### config.mk
export PLATFORM = sky130hd
export DESIGN_NAME = shk_chose_n
export DESIGN_NICKNAME = d
export VERILOG_FILES = /design/src/rtl/shk_chose_n_pkg.sv /design/src/rtl/shk_chose_n_sel_enc.sv /design/src/rtl/shk_chose_n.sv
export SDC_FILE = /design/constraint.sdc
export NUM_CORES = 1
export LEC_CHECK = 0
export ABC_AREA = 1
export ABC_CLOCK_PERIOD_IN_PS = 4800
export CAP_MARGIN = 20
export CORE_AREA = 2 2 231 233
export CTS_CLUSTER_DIAMETER = 40
export DETAILED_ROUTE_END_ITERATION = 10
export DIE_AREA = 0 0 233 235
export GPL_TIMING_DRIVEN = 0
export MAX_ROUTING_LAYER = met4
export PLACE_DENSITY = 0.45
export SYNTH_ARGS = -nofsm -noshare
export SYNTH_HDL_FRONTEND = slang
export SYNTH_SLANG_ARGS = --single-unit
### constraint.sdc
create_clock -name i_sys_clk -period 4.8 [get_ports i_sys_clk]
set_input_delay 0.96 -clock i_sys_clk [delete_from_list [all_inputs] [get_ports i_sys_clk]]
set_output_delay 0.96 -clock i_sys_clk [all_outputs]
set_load 0.1 [all_outputs]
### src/rtl/shk_chose_n_pkg.sv
// Shared definitions for the registered shake-bus chooser: FSM encodings,
// the error return pattern and a constant-evaluable clog2.
package shk_chose_n_pkg;

    localparam logic [1:0] SHK_IDLE = 2'd0;
    localparam logic [1:0] SHK_SEND = 2'd1;
    localparam logic [1:0] SHK_RESP = 2'd2;
    localparam logic [1:0] SHK_DROP = 2'd3;

    // Wide enough for any sync bus; users slice the low WD_SHK_SYNC bits.
    localparam logic [63:0] SHK_ERR_SMISO = {64{1'b1}};

    function automatic int shk_clog2(input int val);
        int res;
        res = 0;
        for (int i = 0; i < 31; i++) begin
            if ((32'sd1 << i) < val) begin
                res = i + 1;
            end else begin
                res = res;
            end
        end
        return res;
    endfunction

endpackage

### src/rtl/shk_chose_n_sel_enc.sv
// Lowest-set-bit priority encoder used to pick the downstream channel.
module shk_sel_enc #(
    parameter int NB_CHN = 8,
    parameter int WD_IDX = 3
) (
    input  logic [NB_CHN-1:0] sel_i,
    output logic [WD_IDX-1:0] idx_o,
    output logic              vld_o
);

    logic [WD_IDX-1:0] idx_s;
    logic              vld_s;

    // Scan upwards and keep only the first set bit.
    always_comb begin
        idx_s = {WD_IDX{1'b0}};
        vld_s = 1'b0;
        for (int i = 0; i < NB_CHN; i++) begin
            if (sel_i[i] && !vld_s) begin
                idx_s = WD_IDX'(i);
                vld_s = 1'b1;
            end else begin
                vld_s = vld_s;
            end
        end
    end

    assign idx_o = idx_s;
    assign vld_o = vld_s;

endmodule

### src/rtl/shk_chose_n.sv
// Registered 1-to-NB_CHN shake chooser: one transaction at a time, routed to
// the lowest selected channel, guarded by a timeout, closed by a wready pulse.
module shk_chose_n
    import shk_chose_n_pkg::*;
#(
    parameter int NB_CHN      = 8,
    parameter int WD_SHK_SYNC = 16,
    parameter int WD_SHK_DLAY = 15,
    parameter int NB_TMOUT    = 1024,
    parameter int WD_TMOUT    = 11,
    parameter int WD_ERR_CNT  = 8
) (
    input  logic                          i_sys_clk,
    input  logic                          i_sys_rst,
    input  logic                          s_shk_wvalid,
    input  logic [WD_SHK_SYNC-1:0]        s_shk_smosi,
    input  logic [WD_SHK_DLAY-1:0]        s_shk_dmosi,
    output logic                          s_shk_wready,
    output logic [WD_SHK_SYNC-1:0]        s_shk_smiso,
    output logic [WD_SHK_DLAY-1:0]        s_shk_dmiso,
    output logic [NB_CHN-1:0]             m_shk_wvalid,
    output logic [NB_CHN*WD_SHK_SYNC-1:0] m_shk_smosi,
    output logic [NB_CHN*WD_SHK_DLAY-1:0] m_shk_dmosi,
    input  logic [NB_CHN-1:0]             m_shk_wready,
    input  logic [NB_CHN*WD_SHK_SYNC-1:0] m_shk_smiso,
    input  logic [NB_CHN*WD_SHK_DLAY-1:0] m_shk_dmiso,
    output logic                          o_shk_err,
    output logic [WD_ERR_CNT-1:0]         o_err_cnt
);

    localparam int WD_IDX_RAW = shk_clog2(NB_CHN);
    localparam int WD_IDX     = (WD_IDX_RAW < 1) ? 1 : WD_IDX_RAW;

    localparam logic [WD_TMOUT-1:0]   TMO_LAST = WD_TMOUT'(NB_TMOUT - 1);
    localparam logic [WD_ERR_CNT-1:0] ERR_MAX  = {WD_ERR_CNT{1'b1}};
    localparam logic [NB_CHN-1:0]     CHN_ONE  = NB_CHN'(1'b1);

    logic [1:0]             state_q,     state_d;
    logic [WD_IDX-1:0]      sel_q,       sel_d;
    logic [WD_SHK_SYNC-1:0] smosi_q,     smosi_d;
    logic [WD_SHK_DLAY-1:0] dmosi_q,     dmosi_d;
    logic [WD_TMOUT-1:0]    tmo_q,       tmo_d;
    logic [NB_CHN-1:0]      m_wvalid_q,  m_wvalid_d;
    logic                   s_wready_q,  s_wready_d;
    logic [WD_SHK_SYNC-1:0] s_smiso_q,   s_smiso_d;
    logic [WD_SHK_DLAY-1:0] s_dmiso_q,   s_dmiso_d;
    logic                   err_q,       err_d;
    logic [WD_ERR_CNT-1:0]  err_cnt_q,   err_cnt_d;

    logic [WD_IDX-1:0]      enc_idx_s;
    logic                   enc_vld_s;
    logic                   fail_s;
    logic                   sel_rdy_s;
    logic [WD_SHK_SYNC-1:0] sel_smiso_s;
    logic [WD_SHK_DLAY-1:0] sel_dmiso_s;

    shk_sel_enc #(
        .NB_CHN (NB_CHN),
        .WD_IDX (WD_IDX)
    ) u_sel_enc (
        .sel_i (s_shk_smosi[NB_CHN-1:0]),
        .idx_o (enc_idx_s),
        .vld_o (enc_vld_s)
    );

    assign sel_rdy_s   = m_shk_wready[sel_q];
    assign sel_smiso_s = m_shk_smiso[int'(sel_q)*WD_SHK_SYNC +: WD_SHK_SYNC];
    assign sel_dmiso_s = m_shk_dmiso[int'(sel_q)*WD_SHK_DLAY +: WD_SHK_DLAY];

    // Next-state and next-output logic for the transaction FSM.
    always_comb begin
        state_d    = state_q;
        sel_d      = sel_q;
        smosi_d    = smosi_q;
        dmosi_d    = dmosi_q;
        tmo_d      = tmo_q;
        m_wvalid_d = m_wvalid_q;
        s_wready_d = 1'b0;
        s_smiso_d  = s_smiso_q;
        s_dmiso_d  = s_dmiso_q;
        err_d      = 1'b0;
        err_cnt_d  = err_cnt_q;
        fail_s     = 1'b0;
        case (state_q)
            SHK_IDLE: begin
                if (s_shk_wvalid) begin
                    smosi_d = s_shk_smosi;
                    dmosi_d = s_shk_dmosi;
                    sel_d   = enc_idx_s;
                    tmo_d   = {WD_TMOUT{1'b0}};
                    if (enc_vld_s) begin
                        state_d    = SHK_SEND;
                        m_wvalid_d = CHN_ONE << enc_idx_s;
                    end else begin
                        state_d = SHK_RESP;
                        fail_s  = 1'b1;
                    end
                end else begin
                    m_wvalid_d = {NB_CHN{1'b0}};
                end
            end
            SHK_SEND: begin
                // Ready is tested first so it wins over a coincident timeout.
                if (sel_rdy_s) begin
                    state_d    = SHK_RESP;
                    m_wvalid_d = {NB_CHN{1'b0}};
                    s_wready_d = 1'b1;
                    s_smiso_d  = sel_smiso_s;
                    s_dmiso_d  = sel_dmiso_s;
                end else if (tmo_q == TMO_LAST) begin
                    state_d    = SHK_RESP;
                    m_wvalid_d = {NB_CHN{1'b0}};
                    fail_s     = 1'b1;
                end else begin
                    tmo_d = tmo_q + WD_TMOUT'(1'b1);
                end
            end
            SHK_RESP: begin
                state_d    = SHK_DROP;
                m_wvalid_d = {NB_CHN{1'b0}};
            end
            SHK_DROP: begin
                m_wvalid_d = {NB_CHN{1'b0}};
                if (!s_shk_wvalid) begin
                    state_d = SHK_IDLE;
                end else begin
                    state_d = SHK_DROP;
                end
            end
            default: begin
                state_d    = SHK_IDLE;
                m_wvalid_d = {NB_CHN{1'b0}};
            end
        endcase

        if (fail_s) begin
            s_wready_d = 1'b1;
            s_smiso_d  = SHK_ERR_SMISO[WD_SHK_SYNC-1:0];
            s_dmiso_d  = {WD_SHK_DLAY{1'b0}};
            err_d      = 1'b1;
            if (err_cnt_q != ERR_MAX) begin
                err_cnt_d = err_cnt_q + WD_ERR_CNT'(1'b1);
            end else begin
                err_cnt_d = err_cnt_q;
            end
        end else begin
            err_cnt_d = err_cnt_d;
        end
    end

    // State and output registers; reset drops every valid at once.
    always_ff @(posedge i_sys_clk or posedge i_sys_rst) begin
        if (i_sys_rst) begin
            state_q    <= SHK_IDLE;
            sel_q      <= {WD_IDX{1'b0}};
            smosi_q    <= {WD_SHK_SYNC{1'b0}};
            dmosi_q    <= {WD_SHK_DLAY{1'b0}};
            tmo_q      <= {WD_TMOUT{1'b0}};
            m_wvalid_q <= {NB_CHN{1'b0}};
            s_wready_q <= 1'b0;
            s_smiso_q  <= {WD_SHK_SYNC{1'b0}};
            s_dmiso_q  <= {WD_SHK_DLAY{1'b0}};
            err_q      <= 1'b0;
            err_cnt_q  <= {WD_ERR_CNT{1'b0}};
        end else begin
            state_q    <= state_d;
            sel_q      <= sel_d;
            smosi_q    <= smosi_d;
            dmosi_q    <= dmosi_d;
            tmo_q      <= tmo_d;
            m_wvalid_q <= m_wvalid_d;
            s_wready_q <= s_wready_d;
            s_smiso_q  <= s_smiso_d;
            s_dmiso_q  <= s_dmiso_d;
            err_q      <= err_d;
            err_cnt_q  <= err_cnt_d;
        end
    end

    assign s_shk_wready = s_wready_q;
    assign s_shk_smiso  = s_smiso_q;
    assign s_shk_dmiso  = s_dmiso_q;
    assign m_shk_wvalid = m_wvalid_q;
    assign m_shk_smosi  = {NB_CHN{smosi_q}};
    assign m_shk_dmosi  = {NB_CHN{dmosi_q}};
    assign o_shk_err    = err_q;
    assign o_err_cnt    = err_cnt_q;

endmodule

==> summary.md <==
| Metric | Value |
|---|---|
| Core Rows | `84` |
| CP Capture Type | `output pin` |
| Worst-Margin Slew | `1.075 ns` |
| CP Launch Type | `flip-flop` |
| Syn Nets | `1518` |
| Tcrit/Tclk final | `0.6954` |
| Resize count post-CTS | `0` |
| FF-to-FF setup slack | `2.34 ns` |
| Routed Antenna Nets | `0` |
| Clock skew | `0.007615 ns` |
| Die Area | `54760 um^2` |
| Met2 WL | `24770 um` |
| R2R cell count | `9` |
| Number of max-cap violations | `0` |
| Clock sink count | `96` |
| Largest net degree at the start of global routing | `55` |
| Netlist cell types | `31` |
| Die X-Extent | `233 um` |
| Detailed Place HPWL | `38790 um` |
| Drt total wl | `46060 um` |
| HP Class | `reg -> reg` |
| Fillers | `5775` |
| Boundary Pins | `587` |
| RePlAce Congestion | `0.9087` |
| Number of vias per cell | `3.964` |
| Worst setup slack after layout | `1.462 ns` |
| Synthesized area | `8128 um^2` |
| Worst setup startpoint | `smosi_q[6]` |
| Initial antenna violation count | `4` |
| CP required | `3.84 ns` |
| RR Startpoint | `sel_q[2]` |
| Ys Warns | `0` |
| CP max-delay cell | `clkdlybuf4s50_1` |
| Worst path depth | `2` |
| CP max FO | `9` |
| Total number of vias | `9996` |
| M1 WL | `17120 um` |
| Flops & latches, synth | `96` |
| Final setup viols | `0` |
| Status | `complete, no violations` |
| Clock-pin slew on the worst setup and hold paths | `0.08 ns` |
| CTS H-Tree Depth | `3` |
| Total global routing overflow | `0` |
| CP max stage delay | `1.12 ns` |
| Setup Fix Bufs, Post-CTS | `0` |
| EDFF count, synth | `0` |
| CTS tree | `done` |
| Hold buffer count at CTS | `0` |
| Crit-path cells | `buf_4, clkdlybuf4s50_1` |
| First-pass GRT wire length | `66560 um` |
| Layout area overhead | `86.96%` |
| Core Area | `52240 um^2` |
| Pre-CTS worst setup slack | `1.480 ns` |
| Share of cells above drive strength 1 | `0.1585` |
| R2r endpoint | `s_shk_dmiso[1]` |
| RSZ-0062 raised after global routing | `no` |
| Synth Instances | `1226` |
| Final hold violation count | `0` |
| Crit path capture | `m_shk_smosi[102]` |
| Fin nets | `2117` |
| Mean Syn Cell Area | `6.630 um^2` |
| WL met3 | `2911 um` |
| Worst skew pair latency | `0.38 ns` |
| Fraction of registers with async set/reset | `1.000` |
| Max Fclk | `0.2996 GHz` |
| Period minus WS final | `3.338 ns` |
| Root buf cell | `clkbuf_16` |
| Initial Util | `0.1556` |
| Residual DRC | `0` |
| Max_slew headroom | `0.2811` |
| Synth Flop Type | `dfrtp_1` |
| Vias in the first global route | `10.31k` |
| DIE HEIGHT | `235 um` |
| Longest Clk Path Bufs | `2` |
| Total track usage | `0.1701` |
| Critical Path AT | `2.38 ns` |
| I/O Buffers | `586` |
| Crit path buffers/inverters | `2` |
| Highest routed layer | `met4` |
| Num CTS Buffers | `9` |
| Seq/Total Area, Yosys | `0.2956` |
| Setup CP Type | `reg -> out` |
| DRT iter0 DRCs | `407` |
| Slew Limit Fails | `0` |
| WL/cell | `18.26 um` |
| DR pass1 iterations | `5` |
| Family with the most delay on the worst path | `buffers and inverters` |
-- layout make-up --
type                    count  area (um^2)  area share
plain buffers             285         1958      0.1289
multi-input cells         811         3640      0.2395
repair buffers            588         5913      0.3891
well taps                 688        860.8     0.05665
diodes                      4        10.01   0.0006587
clock buffers              10        229.0     0.01507
inverters                  34        130.1    0.008563
flip-flops and latches     96         2402      0.1581
clock inverters             6        52.55    0.003458
-- sequential cells by signal (all words and copies together), names as in the netlist, 2 cells and up --
register	flops
s_shk_dmiso	15
o_err_cnt	8
tmo_q	11
s_shk_smiso	16
smosi_q	16
dmosi_q	15
m_shk_wvalid	8
sel_q	3
state_q	2
-- cell families after synthesis --
kind of cell	after synthesis	share of synthesized area
AND/OR/NAND/NOR	651	0.3359
buffers and inverters	319	0.2566
AO/OA/AOI/OAI	152	0.1024
flip-flops	96	0.2956
XOR/XNOR	6	0.006465
adder cells (fa/ha/maj)	2	0.003078
-- worst reg2reg max path, cell delays in order, from the launching register on --
cell      delay [ns]
dfrtp_1         0.32
clkbuf_1        0.50
inv_1           0.43
nand3_2         0.21
nand2_2         0.09
nor2_2          0.18
buf_6           0.21
buf_6           0.20
nand3_2         0.11
a21oi_1         0.15
-- metrics by stage --
| stage | area (um^2) | hold WS [ns] | util | cells | TNS (ns) |
|---|---|---|---|---|---|
| after floorplan | 8128 | 0.4952 | - | 1226 | 0 |
| after global placement | 14850 | 0.4641 | 0.2844 | 2500 | -62.98 |
| after detailed placement | 14900 | 0.4626 | 0.2853 | 2502 | 0 |
| after CTS | 15190 | 0.4830 | 0.2907 | 2518 | 0 |
| after global routing | 15200 | 0.5098 | 0.2909 | 2522 | 0 |
| final | 15200 | 0.4761 | 0.2909 | 2522 | 0 |
-- Yosys cell counts (3+ instances only) --
master    count  area [um^2]
o21ai_1       8        40.04
buf_2        20        100.1
dfrtp_1      96         2402
o22ai_1      14        87.58
nor2_2        3        18.77
nor2_1      100        375.4
nand3_2       8        80.08
buf_1         9        33.78
or2_2         6        37.54
o211ai_1     18        135.1
inv_2         5        18.77
buf_6         5        56.30
nand2_1     385         1445
inv_1        29        108.9
nand3_1     133        665.6
xor2_1        4        35.03
clkbuf_1     31        116.4
o21ai_0      91        455.4
a21oi_1      18        90.09
nand4_1       5        31.28
nor3_1        4        20.02
buf_4       220         1652
-- layer usage --
| layer | global-route usage | up-vias |
|---|---|---|
| li1 | - | 4940 |
| met1 | 0.1746 | 4557 |
| met2 | 0.3194 | 451 |
| met3 | 0.03265 | 48 |
| met4 | 0.05771 | 0 |
| met5 | - | - |
-- worst min-delay path by stage --
stage               startpoint              end  slack (ns)  cells after the start
2_1_floorplan         tmo_q[9]         tmo_q[9]        0.50                      2
3_3_place_gp   m_shk_wvalid[0]  m_shk_wvalid[0]        0.46                      2
3_5_place_dp   m_shk_wvalid[5]  m_shk_wvalid[5]        0.46                      2
4_1_cts        m_shk_wvalid[5]  m_shk_wvalid[5]        0.48                      2
5_1_grt        m_shk_wvalid[3]  m_shk_wvalid[3]        0.51                      1
6_report       m_shk_wvalid[0]  m_shk_wvalid[0]        0.48                      2
-- placed cells by master, fill, tap and decap left out, types with 2 or more instances in the layout --
cell type / n
nand3b_1: 2
a21o_1: 2
or2_2: 6
o211ai_1: 18
xor2_1: 4
o21ai_1: 8
nor2_1: 100
clkbuf_1: 32
clkbuf_16: 9
clkinvlp_4: 4
o21ai_0: 91
buf_6: 5
clkdlybuf4s50_1: 586
diode_2: 4
inv_8: 2
o22ai_1: 14
inv_1: 28
ha_1: 2
buf_4: 220
nor2_2: 3
buf_2: 20
a21oi_1: 18
inv_2: 5
dfrtp_1: 96
nand2_2: 2
nand2_1: 385
buf_1: 9
nand3_2: 8
nand4_1: 5
xnor2_1: 2
nor3_1: 4
nand3_1: 133
Power is left out: the tool's default activity adds up to more than one toggle a clock period on the data nets, which glitch-free logic cannot reach.
